===== config.mk =====
export PLATFORM = sky130hd
export DESIGN_NAME = execute_cycle_flat
export DESIGN_NICKNAME = d
export VERILOG_FILES = /design/src/rtl/execute_cycle_if.sv /design/src/rtl/execute_cycle.sv /design/src/flat_wrapper.sv
export SDC_FILE = /design/constraint.sdc
export NUM_CORES = 1
export LEC_CHECK = 0
export BUFFER_PORTS_ARGS = -buffer_cell sky130_fd_sc_hd__buf_2
export CORE_AREA = 2 2 146 291
export DETAILED_ROUTE_END_ITERATION = 10
export DIE_AREA = 0 0 148 293
export PLACE_DENSITY = 0.86
export SETUP_SLACK_MARGIN = 0.5
export SYNTH_ARGS = -nofsm -noshare
export SYNTH_HDL_FRONTEND = slang
export SYNTH_SLANG_ARGS = --single-unit

===== constraint.sdc =====
create_clock -name clk -period 5.3 [get_ports clk]
set_clock_uncertainty 0.05 [all_clocks]
set_input_delay 0.53 -clock clk [delete_from_list [all_inputs] [get_ports clk]]
set_output_delay 0.53 -clock clk [all_outputs]
set_load 0.01 [all_outputs]

===== src/rtl/execute_cycle_if.sv =====
// Execute-stage bundle: decode-stage inputs in, memory-stage register and branch/stall outputs out.
// master drives the E-stage side (pipeline/bench); slave is the execute stage itself.
interface execute_cycle_if;
    logic        RegWriteE;
    logic        MemWriteE;
    logic        ResultSrcE;
    logic        BranchE;
    logic        ALUSrcE;
    logic [2:0]  ALUControlE;
    logic        MulDivE;
    logic [1:0]  MulDivOpE;
    logic [31:0] RD1_E;
    logic [31:0] RD2_E;
    logic [31:0] Imm_Ext_E;
    logic [31:0] PCE;
    logic [31:0] PCPlus4E;
    logic [4:0]  RD_E;
    logic [1:0]  ForwardA_E;
    logic [1:0]  ForwardB_E;
    logic [31:0] ResultW;

    logic        PCSrcE;
    logic [31:0] PCTargetE;
    logic        StallE;
    logic        RegWriteM;
    logic        MemWriteM;
    logic        ResultSrcM;
    logic [4:0]  RD_M;
    logic [31:0] PCPlus4M;
    logic [31:0] WriteDataM;
    logic [31:0] ALU_ResultM;

    modport master (
        output RegWriteE, MemWriteE, ResultSrcE, BranchE, ALUSrcE, ALUControlE,
               MulDivE, MulDivOpE, RD1_E, RD2_E, Imm_Ext_E, PCE, PCPlus4E, RD_E,
               ForwardA_E, ForwardB_E, ResultW,
        input  PCSrcE, PCTargetE, StallE, RegWriteM, MemWriteM, ResultSrcM, RD_M,
               PCPlus4M, WriteDataM, ALU_ResultM
    );

    modport slave (
        input  RegWriteE, MemWriteE, ResultSrcE, BranchE, ALUSrcE, ALUControlE,
               MulDivE, MulDivOpE, RD1_E, RD2_E, Imm_Ext_E, PCE, PCPlus4E, RD_E,
               ForwardA_E, ForwardB_E, ResultW,
        output PCSrcE, PCTargetE, StallE, RegWriteM, MemWriteM, ResultSrcM, RD_M,
               PCPlus4M, WriteDataM, ALU_ResultM
    );
endinterface


===== src/rtl/execute_cycle.sv =====
// Pipeline execute stage: forwarding muxes, ALU, branch resolution, an iterative 32-step
// unsigned multiply/divide unit that stalls upstream, and the E/M pipeline register.
module execute_cycle #(
    parameter int MULDIV_EN = 1
) (
    input  logic           clk,
    input  logic           rst,
    execute_cycle_if.slave bus
);

    localparam logic MD_EN = (MULDIV_EN != 0);

    typedef enum logic [1:0] {
        S_IDLE = 2'd0,
        S_RUN  = 2'd1,
        S_DONE = 2'd2
    } state_t;

    state_t      r_state;
    logic [4:0]  r_cnt;
    logic [1:0]  r_op;
    logic [31:0] r_hi;
    logic [31:0] r_lo;
    logic [31:0] r_opnd;

    logic        r_reg_write_m;
    logic        r_mem_write_m;
    logic        r_result_src_m;
    logic [4:0]  r_rd_m;
    logic [31:0] r_pc_plus4_m;
    logic [31:0] r_write_data_m;
    logic [31:0] r_alu_result_m;

    logic [31:0] w_src_a;
    logic [31:0] w_fwd_b;
    logic [31:0] w_src_b;
    logic [31:0] w_alu_result;
    logic        w_zero;
    logic        w_stall;
    logic        w_start;
    logic [32:0] w_mul_sum;
    logic [32:0] w_div_shift;
    logic [32:0] w_div_diff;
    logic        w_div_ge;
    logic [31:0] w_hi_nxt;
    logic [31:0] w_lo_nxt;
    logic [31:0] w_md_result;

    function automatic logic [31:0] fwd_sel(
        input logic [1:0]  sel,
        input logic [31:0] rd_val,
        input logic [31:0] result_w,
        input logic [31:0] alu_m
    );
        case (sel)
            2'b01:   fwd_sel = result_w;
            2'b10:   fwd_sel = alu_m;
            default: fwd_sel = rd_val;
        endcase
    endfunction

    assign w_src_a = fwd_sel(bus.ForwardA_E, bus.RD1_E, bus.ResultW, r_alu_result_m);
    assign w_fwd_b = fwd_sel(bus.ForwardB_E, bus.RD2_E, bus.ResultW, r_alu_result_m);
    assign w_src_b = bus.ALUSrcE ? bus.Imm_Ext_E : w_fwd_b;

    // ALU; unused operation codes deliberately yield zero
    always_comb begin
        w_alu_result = 32'd0;
        case (bus.ALUControlE)
            3'b000:  w_alu_result = w_src_a + w_src_b;
            3'b001:  w_alu_result = w_src_a - w_src_b;
            3'b010:  w_alu_result = w_src_a & w_src_b;
            3'b011:  w_alu_result = w_src_a | w_src_b;
            3'b101:  w_alu_result = {31'd0, ($signed(w_src_a) < $signed(w_src_b))};
            default: w_alu_result = 32'd0;
        endcase
    end

    assign w_zero        = (w_alu_result == 32'd0);
    assign bus.PCSrcE    = bus.BranchE & w_zero;
    assign bus.PCTargetE = bus.PCE + bus.Imm_Ext_E;

    // Stall is forced low while reset is held so upstream never freezes on a dead unit
    assign w_start = MD_EN & bus.MulDivE & (r_state == S_IDLE);
    assign w_stall = rst & (w_start | (MD_EN & (r_state == S_RUN)));
    assign bus.StallE = w_stall;

    // One iteration: hi:lo is product (mul) or remainder:quotient (div)
    always_comb begin
        w_mul_sum   = {1'b0, r_hi} + (r_lo[0] ? {1'b0, r_opnd} : 33'd0);
        w_div_shift = {r_hi, r_lo[31]};
        w_div_diff  = w_div_shift - {1'b0, r_opnd};
        w_div_ge    = w_div_shift[32] | ~w_div_diff[32];
        if (r_op[1] == 1'b0) begin
            w_hi_nxt = w_mul_sum[32:1];
            w_lo_nxt = {w_mul_sum[0], r_lo[31:1]};
        end else if (w_div_ge) begin
            w_hi_nxt = w_div_diff[31:0];
            w_lo_nxt = {r_lo[30:0], 1'b1};
        end else begin
            w_hi_nxt = w_div_shift[31:0];
            w_lo_nxt = {r_lo[30:0], 1'b0};
        end
    end

    // MUL/DIVU read the low half, MULHU/REMU the high half
    assign w_md_result = r_op[0] ? r_hi : r_lo;

    // Multiply/divide sequencer
    always_ff @(posedge clk or negedge rst) begin
        if (!rst) begin
            r_state <= S_IDLE;
            r_cnt   <= 5'd0;
            r_op    <= 2'd0;
            r_hi    <= 32'd0;
            r_lo    <= 32'd0;
            r_opnd  <= 32'd0;
        end else begin
            case (r_state)
                S_IDLE: begin
                    if (w_start) begin
                        r_op  <= bus.MulDivOpE;
                        r_hi  <= 32'd0;
                        r_cnt <= 5'd0;
                        if (bus.MulDivOpE[1]) begin
                            r_lo   <= w_src_a;
                            r_opnd <= w_src_b;
                        end else begin
                            r_lo   <= w_src_b;
                            r_opnd <= w_src_a;
                        end
                        r_state <= S_RUN;
                    end else begin
                        r_state <= S_IDLE;
                    end
                end
                S_RUN: begin
                    r_hi <= w_hi_nxt;
                    r_lo <= w_lo_nxt;
                    if (r_cnt == 5'd31) begin
                        r_state <= S_DONE;
                    end else begin
                        r_cnt <= r_cnt + 5'd1;
                    end
                end
                S_DONE:  r_state <= S_IDLE;
                default: r_state <= S_IDLE;
            endcase
        end
    end

    // E/M pipeline register; a stall inserts a bubble and holds the data fields
    always_ff @(posedge clk or negedge rst) begin
        if (!rst) begin
            r_reg_write_m  <= 1'b0;
            r_mem_write_m  <= 1'b0;
            r_result_src_m <= 1'b0;
            r_rd_m         <= 5'd0;
            r_pc_plus4_m   <= 32'd0;
            r_write_data_m <= 32'd0;
            r_alu_result_m <= 32'd0;
        end else if (w_stall) begin
            r_reg_write_m <= 1'b0;
            r_mem_write_m <= 1'b0;
        end else begin
            r_reg_write_m  <= bus.RegWriteE;
            r_mem_write_m  <= bus.MemWriteE;
            r_result_src_m <= bus.ResultSrcE;
            r_rd_m         <= bus.RD_E;
            r_pc_plus4_m   <= bus.PCPlus4E;
            r_write_data_m <= w_fwd_b;
            r_alu_result_m <= (r_state == S_DONE) ? w_md_result : w_alu_result;
        end
    end

    assign bus.RegWriteM   = r_reg_write_m;
    assign bus.MemWriteM   = r_mem_write_m;
    assign bus.ResultSrcM  = r_result_src_m;
    assign bus.RD_M        = r_rd_m;
    assign bus.PCPlus4M    = r_pc_plus4_m;
    assign bus.WriteDataM  = r_write_data_m;
    assign bus.ALU_ResultM = r_alu_result_m;

endmodule


===== src/flat_wrapper.sv =====
// flat-port wrapper written by rule: the top's interface ports become plain ports
module execute_cycle_flat 
#(
    parameter int MULDIV_EN = 1
)
  (clk, rst, bus_RegWriteE, bus_MemWriteE, bus_ResultSrcE, bus_BranchE, bus_ALUSrcE, bus_ALUControlE, bus_MulDivE, bus_MulDivOpE, bus_RD1_E, bus_RD2_E, bus_Imm_Ext_E, bus_PCE, bus_PCPlus4E, bus_RD_E, bus_ForwardA_E, bus_ForwardB_E, bus_ResultW, bus_PCSrcE, bus_PCTargetE, bus_StallE, bus_RegWriteM, bus_MemWriteM, bus_ResultSrcM, bus_RD_M, bus_PCPlus4M, bus_WriteDataM, bus_ALU_ResultM);
  execute_cycle_if bus_i ();
  input  logic clk;
  input  logic rst;
  input wire logic [$bits(bus_i.RegWriteE)-1:0] bus_RegWriteE;
  input wire logic [$bits(bus_i.MemWriteE)-1:0] bus_MemWriteE;
  input wire logic [$bits(bus_i.ResultSrcE)-1:0] bus_ResultSrcE;
  input wire logic [$bits(bus_i.BranchE)-1:0] bus_BranchE;
  input wire logic [$bits(bus_i.ALUSrcE)-1:0] bus_ALUSrcE;
  input wire logic [$bits(bus_i.ALUControlE)-1:0] bus_ALUControlE;
  input wire logic [$bits(bus_i.MulDivE)-1:0] bus_MulDivE;
  input wire logic [$bits(bus_i.MulDivOpE)-1:0] bus_MulDivOpE;
  input wire logic [$bits(bus_i.RD1_E)-1:0] bus_RD1_E;
  input wire logic [$bits(bus_i.RD2_E)-1:0] bus_RD2_E;
  input wire logic [$bits(bus_i.Imm_Ext_E)-1:0] bus_Imm_Ext_E;
  input wire logic [$bits(bus_i.PCE)-1:0] bus_PCE;
  input wire logic [$bits(bus_i.PCPlus4E)-1:0] bus_PCPlus4E;
  input wire logic [$bits(bus_i.RD_E)-1:0] bus_RD_E;
  input wire logic [$bits(bus_i.ForwardA_E)-1:0] bus_ForwardA_E;
  input wire logic [$bits(bus_i.ForwardB_E)-1:0] bus_ForwardB_E;
  input wire logic [$bits(bus_i.ResultW)-1:0] bus_ResultW;
  output wire logic [$bits(bus_i.PCSrcE)-1:0] bus_PCSrcE;
  output wire logic [$bits(bus_i.PCTargetE)-1:0] bus_PCTargetE;
  output wire logic [$bits(bus_i.StallE)-1:0] bus_StallE;
  output wire logic [$bits(bus_i.RegWriteM)-1:0] bus_RegWriteM;
  output wire logic [$bits(bus_i.MemWriteM)-1:0] bus_MemWriteM;
  output wire logic [$bits(bus_i.ResultSrcM)-1:0] bus_ResultSrcM;
  output wire logic [$bits(bus_i.RD_M)-1:0] bus_RD_M;
  output wire logic [$bits(bus_i.PCPlus4M)-1:0] bus_PCPlus4M;
  output wire logic [$bits(bus_i.WriteDataM)-1:0] bus_WriteDataM;
  output wire logic [$bits(bus_i.ALU_ResultM)-1:0] bus_ALU_ResultM;
  assign bus_i.RegWriteE = bus_RegWriteE;
  assign bus_i.MemWriteE = bus_MemWriteE;
  assign bus_i.ResultSrcE = bus_ResultSrcE;
  assign bus_i.BranchE = bus_BranchE;
  assign bus_i.ALUSrcE = bus_ALUSrcE;
  assign bus_i.ALUControlE = bus_ALUControlE;
  assign bus_i.MulDivE = bus_MulDivE;
  assign bus_i.MulDivOpE = bus_MulDivOpE;
  assign bus_i.RD1_E = bus_RD1_E;
  assign bus_i.RD2_E = bus_RD2_E;
  assign bus_i.Imm_Ext_E = bus_Imm_Ext_E;
  assign bus_i.PCE = bus_PCE;
  assign bus_i.PCPlus4E = bus_PCPlus4E;
  assign bus_i.RD_E = bus_RD_E;
  assign bus_i.ForwardA_E = bus_ForwardA_E;
  assign bus_i.ForwardB_E = bus_ForwardB_E;
  assign bus_i.ResultW = bus_ResultW;
  assign bus_PCSrcE = bus_i.PCSrcE;
  assign bus_PCTargetE = bus_i.PCTargetE;
  assign bus_StallE = bus_i.StallE;
  assign bus_RegWriteM = bus_i.RegWriteM;
  assign bus_MemWriteM = bus_i.MemWriteM;
  assign bus_ResultSrcM = bus_i.ResultSrcM;
  assign bus_RD_M = bus_i.RD_M;
  assign bus_PCPlus4M = bus_i.PCPlus4M;
  assign bus_WriteDataM = bus_i.WriteDataM;
  assign bus_ALU_ResultM = bus_i.ALU_ResultM;
  execute_cycle #(.MULDIV_EN(MULDIV_EN)) u_core (.clk(clk), .rst(rst), .bus(bus_i));
endmodule

* Yosys cells after proc, flatten, opt, wreduce, memory -nomap -nowiden
Index checks and enable logic that the tools add are counted.
** Word-level totals
- Output and inout bits :: 138
- Flip-flop bits (word level) :: 209
- Logic and storage cells :: 74
- Input port bits :: 214
** Operators by class
- Reduce and logical (&&, ||, !) cells :: 7
- Bitwise operators :: 8
- Muxes and demuxes :: 25
- Equal/unequal tests :: 14
- Add/subtract/negate cells :: 6
- Magnitude comparators :: 1
** Operators with widths (count)
- $mux 32 :: 11
- $pmux 32 s2 :: 4
- $pmux 32 s5 :: 1
- $add 32x32->32 :: 2
- $add 32x33->33 :: 1
- $sub 33x32->33 :: 1
- $and 32x32->32 :: 1
- $logic_not 32->1 :: 1
- $lt 32x32->1 :: 1
- $or 32x32->32 :: 1
- $sub 32x32->32 :: 1
- $mux 5 :: 2
- $pmux 5 s2 :: 1
- $eq 2x1->1 const B :: 3
- $eq 2x2->1 const B :: 3
- $eq 3x2->1 const B :: 2
- $add 5x1->5 const B :: 1
- $eq 5x5->1 const B :: 1
- $mux 1 :: 4
- $ne 2x2->1 const B :: 2
- $pmux 2 s2 :: 1
- $reduce_and 2->1 :: 2
- $and 1x1->1 :: 3
- $eq 3x1->1 const B :: 1
- other kinds (9) :: 10

* Longest topological paths before layout
Gate-level depths: netlist (run 1).
- Word-level depth :: 7
- Depth in mapped cells :: 22
- Gate-level depth less buffers :: 19

* Worst setup path after synthesis (run 1)
No wires, ideal clock.
- Kind :: in2out
- Start point :: in bus_ForwardB_E[0]
- End point :: out bus_PCSrcE
- Path buffers :: 2
- Cell stages on the path :: 19
- Slack :: -162 ps
- Data required time :: 4720 ps
- Data arrival time :: 4882 ps
- Cells stage by stage :: inv_1 ha_1 clkbuf_1 buf_1 a21oi_1 o21ai_0 ha_1 fa_1 a211oi_2 or3_4 a211oi_2 a21oi_1 o21a_1 o31ai_1 xnor2_1 o22ai_1 or4_1 nor4_1 and4_1
** Between the ends
- Longest elaborated chain between the ends :: 7
- Elaborated cells on any way between the ends :: 12
- Those cells by class :: add/sub: 2; order compare: 1; eq/ne: 2; mux: 3; bitwise: 3; reduce/logical: 1
** RTL lines
- start, declared :: line flat_wrapper.sv:25 : input wire logic [$bits(bus_i.ForwardB_E)-1:0] bus_ForwardB_E;
- $eq 2x2->1 or $eq 2x1->1 (tied branches) :: line execute_cycle.sv:55 : case (sel)
- $pmux 32 s2 * :: line execute_cycle.sv:55
- $mux 32 * :: line execute_cycle.sv:64 : assign w_src_b = bus.ALUSrcE ? bus.Imm_Ext_E : w_fwd_b;
- $sub 32x32->32, or another cell as far along :: line execute_cycle.sv:71 : 3'b001: w_alu_result = w_src_a - w_src_b;
- $pmux 32 s5 * :: line execute_cycle.sv:69 : case (bus.ALUControlE)
- $logic_not 32->1 * :: line execute_cycle.sv:79 : assign w_zero = (w_alu_result == 32'd0);
- $and 1x1->1 * :: line execute_cycle.sv:80 : assign bus.PCSrcE = bus.BranchE & w_zero;
- end, declared :: line flat_wrapper.sv:27 : output wire logic [$bits(bus_i.PCSrcE)-1:0] bus_PCSrcE;
Every way passes the cells marked *; elsewhere a longest branch is shown, timed or not.

* Worst setup path in the final report (run 1)
- Start point :: reg u_core.r_alu_result_m[16] (netlist: u_core.bus.ALU_ResultM[16])
- End point :: out bus_PCSrcE
** Between the ends
- Longest elaborated chain between the ends :: 6
- Elaborated cells on any way between the ends :: 11
- Those cells by class :: add/sub: 2; order compare: 1; mux: 4; bitwise: 3; reduce/logical: 1
** RTL lines
- start, declared :: line execute_cycle.sv:32 : logic [31:0] r_alu_result_m;
- start signal, assigned :: line execute_cycle.sv:172 : r_alu_result_m <= (r_state == S_DONE) ? w_md_result : w_alu_result;
- $pmux 32 s2 :: line execute_cycle.sv:55
- $mux 32 :: line execute_cycle.sv:64
- $sub 32x32->32, or another cell as far along :: line execute_cycle.sv:71
- $pmux 32 s5 * :: line execute_cycle.sv:69
- $logic_not 32->1 * :: line execute_cycle.sv:79
- $and 1x1->1 * :: line execute_cycle.sv:80
Marks and branches as above.

==> results of run 1 <==
[power by group through the flow]
stage / sequential, mW / clock [mW] / combinational, mW
final: 2.86 / 1.62 / 9.50
after global routing: 2.88 / 1.66 / 10.2
after CTS: 2.79 / 1.60 / 9.10
after detailed placement: 2.81 / 0 / 8.79
after global placement: 2.80 / 0 / 8.61
after floorplan: 2.65 / 0 / 5.82
[layout make-up]
| cell class | count | share of cell area [%] |
|---|---|---|
| clock inverter | 10 | 0.320 |
| tap | 535 | 2.28 |
| clock buffer | 29 | 2.17 |
| multi-input combinational | 2411 | 54.8 |
| sequential | 209 | 17.9 |
| inverter | 157 | 2.05 |
| timing repair buffer | 867 | 20.4 |
| antenna | 7 | 0.0596 |
[worst min path at each step]
stage                                 from                        end  slack [ps]
finish                    bus_MulDivOpE[0]             u_core.r_op[0]         100
global route               bus_PCPlus4E[6]     u_core.bus.PCPlus4M[6]         150
CTS                       bus_MulDivOpE[0]             u_core.r_op[0]         110
detailed placement  u_core.bus.PCPlus4M[0]     u_core.bus.PCPlus4M[0]         400
global placement        u_core.bus.RD_M[4]         u_core.bus.RD_M[4]         390
floorplan                              rst  u_core.bus.ALU_ResultM[0]         180
[cell usage in the layout (no fill, tap or decap), types with 17 or more instances in the layout]
cell / count
and3_1: 22
a21oi_1: 275
nor2b_1: 29
nand2b_1: 32
o211ai_1: 28
o21ai_0: 243
and2_1: 17
o21ai_1: 54
mux2i_1: 59
dfrtp_1: 199
buf_4: 482
inv_1: 136
a21oi_2: 21
buf_12: 17
a22oi_1: 81
nor3_1: 40
xnor2_1: 63
a211oi_1: 53
clkbuf_16: 22
ha_4: 21
o21a_1: 36
nand3_1: 35
buf_2: 346
nand2_1: 429
xor2_1: 29
ha_1: 183
a21o_1: 50
nor2_1: 284
[state kept, by name, summed over array words and instances, names as in the netlist]
signal,flops
u_core.bus.PCPlus4M,32
u_core.r_hi,32
u_core.r_state,2
u_core.r_opnd,32
u_core.r_cnt,5
u_core.bus.ResultSrcM,1
u_core.bus.RegWriteM,1
u_core.bus.RD_M,5
u_core.bus.ALU_ResultM,32
u_core.r_lo,32
u_core.bus.WriteDataM,32
u_core.bus.MemWriteM,1
u_core.r_op,2
[synthesized netlist by cell type, drive strengths merged (43+ instances only)]
library cell / count / area share [%]
a211oi: 62 / 2.2
a21o: 50 / 1.7
a21oi: 302 / 7.0
a22oi: 90 / 3.1
clkbuf: 139 / 2.4
dfrtp: 209 / 24
ha: 211 / 12
inv: 154 / 2.7
mux2i: 59 / 2.7
nand2: 431 / 7.5
nor2: 297 / 5.2
nor3: 43 / 1.0
o21ai: 315 / 7.3
xnor2: 63 / 2.6
[metrics by stage]
stage / hold WS, ps / power [mW]
after floorplan: 184 / 8.47
after global placement: 393 / 11.4
after detailed placement: 401 / 11.6
after CTS: 106 / 13.5
after global routing: 151 / 14.8
final: 104 / 14.0
[critical path: stages (launching register included)]
cell	delay, ps
dfrtp_2	470
a22oi_2	200
buf_4	130
nor2_1	40
a21oi_2	260
o21a_1	210
buf_12	130
ha_4	150
buf_6	100
nand4_2	100
a2111o_1	440
or2_1	250
o2111a_1	280
nor2_4	120
buf_4	120
a41oi_2	110
buf_4	170
nand2_1	60
nand2_1	60
or4_4	500
nor4_4	200
buf_4	150
and4_4	210
buf_6	100
[repair_timing]
| item | 4_1_cts | 5_1_grt |
|---|---|---|
| setup buffers | 36 | 21 |
| cloned | 3 | 0 |
| hold buffers | 1 | 0 |
| endpoints found under the hold margin | 63 | 0 |
| resized for setup | 149 | 54 |
| pin swaps | 57 | 41 |
| endpoints found under the setup margin | 2 | 12 |
[logic make-up (layout without fill, tap and decap cells)]
family | count (synthesis) | after routing | synth area share (%)
multiplexers | 66 | 66 | 3.10
AO/OA/AOI/OAI | 1058 | 1058 | 30.5
flip-flops | 209 | 209 | 24.3
other | 0 | 7 | 0
buffers and inverters | 330 | 1063 | 5.90
adder cells (fa/ha/maj) | 216 | 216 | 12.7
AND/OR/NAND/NOR | 979 | 979 | 19.8
XOR/XNOR | 92 | 92 | 3.74
[routing by layer]
layer | track usage (%) | up-vias | wire, um
met5 | 0 | - | 66
met4 | 45.0 | 6 | 13500
met3 | 12.2 | 720 | 11400
met2 | 79.0 | 1934 | 48800
met1 | 50.8 | 12500 | 34100
li1 | - | 12000 | -
==> key figures, run 1 <==
Die
  – Die height: around 290 um
  – Overall die width: 148 um
  – Initial standard-cell utilization of the core: a little over half
  – Placement Rows: ~110
  – Area of the core region: 41000 um2
  – Die Outline Area: between 40000 and 50000 um2
  – I/O pin count: around 350

STA
  – Max_slew headroom: less than 1%
  – Slew @ Worst Pin: ~1500 ps
  – Final Slew Violations: 0
  – Highest clock frequency the design can meet: 175 MHz
  – Unrepaired setup endpoints after global routing: yes
  – Number of endpoints with negative hold slack in the final report: 0
  – Final worst slack: -410 ps
  – Setup Viol. Count Final: 1
  – Tcrit/Tclk final: 108%
  – Min cycle time layout: 5710 ps
  – Setup TNS: -410 ps

Logic synthesis
  – Mapped Nets: about 3400
  – Area of the mapped netlist: about 22000 um2
  – Distinct cell type count after synthesis: 86
  – Proportion of synthesized flip-flops having asynchronous set or reset: 100%
  – Proportion of synthesized chip area in sequential cells: between 20 and 25%
  – Total number of yosys warnings: 0
  – Most used flip-flop cell after synthesis: dfrtp_1
  – Mapped Avg Cell Area: between 7 and 8 um2
  – Post-synth EDFFs: 0
  – Count of mapped cells out of synthesis: about 3000
  – Register bit total from synthesis: about 210

Clock tree
  – Cell at the root of the clock tree: clkbuf_16
  – Number of buffers created by CTS: 22
  – Worst-Skew Late Latency: about 570 ps
  – Clk pin slew, worst setup/hold paths: 70 ps
  – TritonCTS clock tree: done
  – Maximum clock path buffer count: 3
  – TritonCTS sink count: 209
  – H-Tree Level Count: 1

Detailed routing
  – Post-detailed-routing wire length: between 100 and 150 mm
  – Average detailed-routed wire length per instance: approximately 26 um
  – 1st-pass router iterations: 9
  – Detailed router's first-iteration violation count: 2891
  – Via-per-instance ratio: between 6 and 7
  – DRC errors left: 0
  – Via count of the routed design: around 27000
  – Post-DRT Antenna Nets: 0

Cells and area
  – Final Instance Count excl. Fillers: between 4000 and 5000
  – Layout overhead on the synthesized area: 36.2%
  – Final standard cell area without fillers: about 30000 um2
  – Share of final-layout standard cells stronger than drive strength 1: 30.3%
  – Filler cells: between 3000 and 4000
  – Sequential Area: about 5200 um2
  – Share of the core filled with cells in the final layout: ~70%
  – Nets@finish: 4098
  – Area used by multi-input combinational logic: 16100 um2

Worst hold path
  – Cell depth of the worst min-delay path: 3
  – HP Class: primary input to flop

Global route
  – Total congestion overflow: 0
  – Vias in the first global route: 26500
  – Overall fraction of global-route tracks in use: a little under 50%
  – First-pass GRT wire length: ~160 mm
  – Pin count of the biggest net entering global routing: 97
  – Initial antenna violation count: 11

Power
  – IR drop worst, VDD: a little over 0.0004 V
  – Power per cell area: around 480 nW/um2
  – Combinational group share of total power: approximately 68%
  – Switch share: roughly half
  – Int Pwr: 6.96 mW
  – Share of power burned in the clock network: between 10% and 20%
  – Net Sw Power: roughly 7 mW
  – Flop pwr share: 20.5%
  – Static leakage power: 14.2 nW

Status
  – Violated checks: capacitance limit, setup timing
  – Status: finished, violations left

Placed design
  – Half-perimeter wire length of the detailed placement result: between 80 and 90 mm
  – Port Buffers: approximately 350
  – Routability-driven placement congestion ratio: 1.12
  – Worst slack, placed: -842 ps
  – Total cell area at the placement stage: around 27000 um2
  – Placed instance count: between 4000 and 5000

Worst setup path
  – Launching element of the worst setup path: u_core.bus.ALU_ResultM[16]
  – Worst Reg-to-Reg Cells: 24
  – CP Max Fanout: 4
  – Kind of start point of the critical path: flop
  – Kind of critical path: flop to output pin
  – Data required, critical path: roughly 4700 ps
  – Data arrival at the endpoint of the critical path: between 5000 and 6000 ps
  – Sort of element at the end of the critical path: output pin
  – Register-to-register setup slack: 530 ps
  – Worst reg2reg path startpoint: u_core.bus.ALU_ResultM[0]
  – Timing endpoint of the critical path: bus_PCSrcE
  – Endpoint of the most critical register-to-register path: u_core.bus.ALU_ResultM[27]

Job
  – Max Cap Viol: 1
No activity file was read; power rests on OpenSTA's default activity.
==> inputs of run 2 (changes only) <==
- PLACE_DENSITY: 0.86 -> 0.78
- SKIP_LAST_GASP: default -> 1
==> key figures, run 2 (same netlist as run 1, synthesis figures left out) <==
Status
  – Status: finished, violations left
  – Violated checks: setup timing

Cells and area
  – Share of the core filled with cells in the final layout: between 60% and 70%
  – Share of final-layout standard cells stronger than drive strength 1: 28.1%
  – Area used by multi-input combinational logic: 15900 um2
  – Final standard cell area without fillers: roughly 28000 um2
  – Most common library cell in the layout ignoring fill and taps: buf_4
  – Nets@finish: just over 4000
  – Filler cells: 3476
  – Layout overhead on the synthesized area: 31.9%
  – Sequential Area: ~5200 um2
  – Most frequent cells in the layout: buf_4 (436), nand2_1 (429), buf_2 (347)

STA
  – Min cycle time layout: between 5000 and 6000 ps
  – Post-route worst hold slack: about 120 ps
  – Setup Viol. Count Final: 1
  – Slew @ Worst Pin: between 1000 and 1500 ps
  – Final worst slack: -476 ps
  – Tcrit/Tclk final: 109%
  – Final Slew Violations: 0
  – Max_slew headroom: 6.48%
  – Setup TNS: -476 ps
  – Unrepaired setup endpoints after global routing: yes
  – Number of endpoints with negative hold slack in the final report: 0
  – Highest clock frequency the design can meet: 173 MHz

Job
  – Max Cap Viol: 0

Placed design
  – Half-perimeter wire length of the detailed placement result: between 80 and 90 mm
  – Worst slack, placed: -820 ps
  – Port Buffers: about 350
  – Routability-driven placement congestion ratio: ~1.1
  – Total cell area at the placement stage: 26900 um2

Detailed routing
  – Detailed router's first-iteration violation count: ~2300
  – DRC errors left: 0
  – Met2 Routed Length: ~51 mm
  – Highest Signal Layer: met5
  – Via-per-instance ratio: between 6 and 7
  – Average detailed-routed wire length per instance: 26.5 um
  – Wire length on met1: around 33 mm
  – Length of routed met3 wiring: about 10 mm
  – Via count of the routed design: 27000
  – 1st-pass router iterations: 8
  – Post-detailed-routing wire length: around 110 mm
  – Post-DRT Antenna Nets: 0

Power
  – Power per cell area: between 400 and 500 nW/um2
  – Static leakage power: between 10 and 15 nW
  – IR drop worst, VDD: around 0.00044 V

Worst setup path
  – Data arrival at the endpoint of the critical path: 5200 ps
  – Sort of element at the end of the critical path: output pin
  – CP Max Fanout: 4
  – Data required, critical path: between 4000 and 5000 ps
  – Worst Reg-to-Reg Cells: 24
  – Kind of start point of the critical path: flop
  – Endpoint of the most critical register-to-register path: u_core.bus.ALU_ResultM[27]
  – Kind of critical path: flop to output pin
  – Worst reg2reg path startpoint: u_core.bus.ALU_ResultM[6]
  – Register-to-register setup slack: ~750 ps

Clock tree
  – Clk pin slew, worst setup/hold paths: 70 ps
  – H-Tree Level Count: 1
  – Number of buffers created by CTS: 22
  – TritonCTS sink count: 209
  – TritonCTS clock tree: done
  – Worst-Skew Late Latency: approximately 580 ps
  – Cell at the root of the clock tree: clkbuf_16
  – Maximum clock path buffer count: 3

Die
  – Area of the core region: 41000 um2
  – Initial standard-cell utilization of the core: ~53%
  – Overall die width: approximately 150 um
  – Placement Rows: approximately 110
  – Die height: approximately 300 um
  – I/O pin count: about 350
  – Die Outline Area: 43400 um2

Global route
  – First-pass GRT wire length: roughly 160 mm
  – Initial antenna violation count: 14
  – Overall fraction of global-route tracks in use: between 40% and 50%
  – Vias in the first global route: approximately 27000
  – Pin count of the biggest net entering global routing: slightly below 100
  – Total congestion overflow: 0

Worst hold path
  – HP Class: primary input to flop
  – Hold Startpoint: bus_MulDivOpE[0]
  – Cell depth of the worst min-delay path: 3
  – Worst Hold Path EP: u_core.r_op[0]
==> run 2: cell count changes in the layout (fill, tap and decap cells not counted), moves of 6 or more <==
cell	previous run	this run
buf_4	482	436
ha_4	21	15
buf_12	17	9
clkbuf_8	6	0
ha_1	183	191
==> run 2: worst max-delay path by stage <==
| stage | start | endpoint | cells past startpoint |
|---|---|---|---|
| final | u_core.bus.ALU_ResultM[4] | bus_PCSrcE | 21 |
| after global routing | bus_ForwardB_E[0] | bus_PCSrcE | 23 |
| after CTS | u_core.bus.ALU_ResultM[0] | bus_PCSrcE | 20 |
| after detailed placement | bus_ForwardB_E[0] | bus_PCSrcE | 24 |
| after global placement | bus_ForwardB_E[0] | bus_PCSrcE | 25 |
| after floorplan | bus_ForwardB_E[1] | bus_PCSrcE | 19 |
==> run 2: final cells by class <==
cell class	count	area share (%)
Multi-Input combinational cell	2411	55.8
Clock inverter	15	0.497
Timing Repair Buffer	806	18.8
Inverter	157	2.10
Clock buffer	25	1.98
Tap cell	535	2.35
Antenna cell	9	0.0792
Sequential cell	209	18.4
==> run 2: critical path: stages (launching register included) <==
cell and delay [ps]:
dfrtp_1 380, a22oi_1 90, nor2_1 120, a21oi_1 90
o21ai_2 320, inv_1 110, ha_1 340, clkinv_1 100
buf_4 150, or3_4 390, buf_4 150, a211oi_4 300
buf_4 180, a21oi_4 80, o21a_1 210, o31ai_2 200
xnor2_1 180, o22ai_2 150, or4_4 450, nor4_2 220
and4_4 300, buf_6 120
==> run 2: stage by stage <==
stage / power, mW / instances
global placement: 11.3 / 4087
detailed placement: 11.6 / 4087
finish: 14.0 / 4167
global route: 14.8 / 4161
floorplan: 8.47 / 2950
CTS: 13.4 / 4147
==> run 2: power by group <==
| group | total [mW] | switching, mW | internal [mW] |
|---|---|---|---|
| Combinational | 9.48 | 5.72 | 3.76 |
| Sequential | 2.92 | 0.743 | 2.18 |
| Clock | 1.62 | 0.790 | 0.830 |
==> run 2: repair_timing <==
action,4_1_cts,5_1_grt
setup endpoints to repair,2,31
endpoints found under the hold margin,39,0
setup buffers,19,11
hold buffers,1,0
pin swaps,32,29
resized for setup,72,58
==> run 2: layer usage <==
layer | vias up | global-route usage (%)
met5 | - | 0.581
met4 | 6 | 54.9
met3 | 795 | 14.0
met2 | 1783 | 82.0
met1 | 12600 | 46.2
li1 | 11800 | -
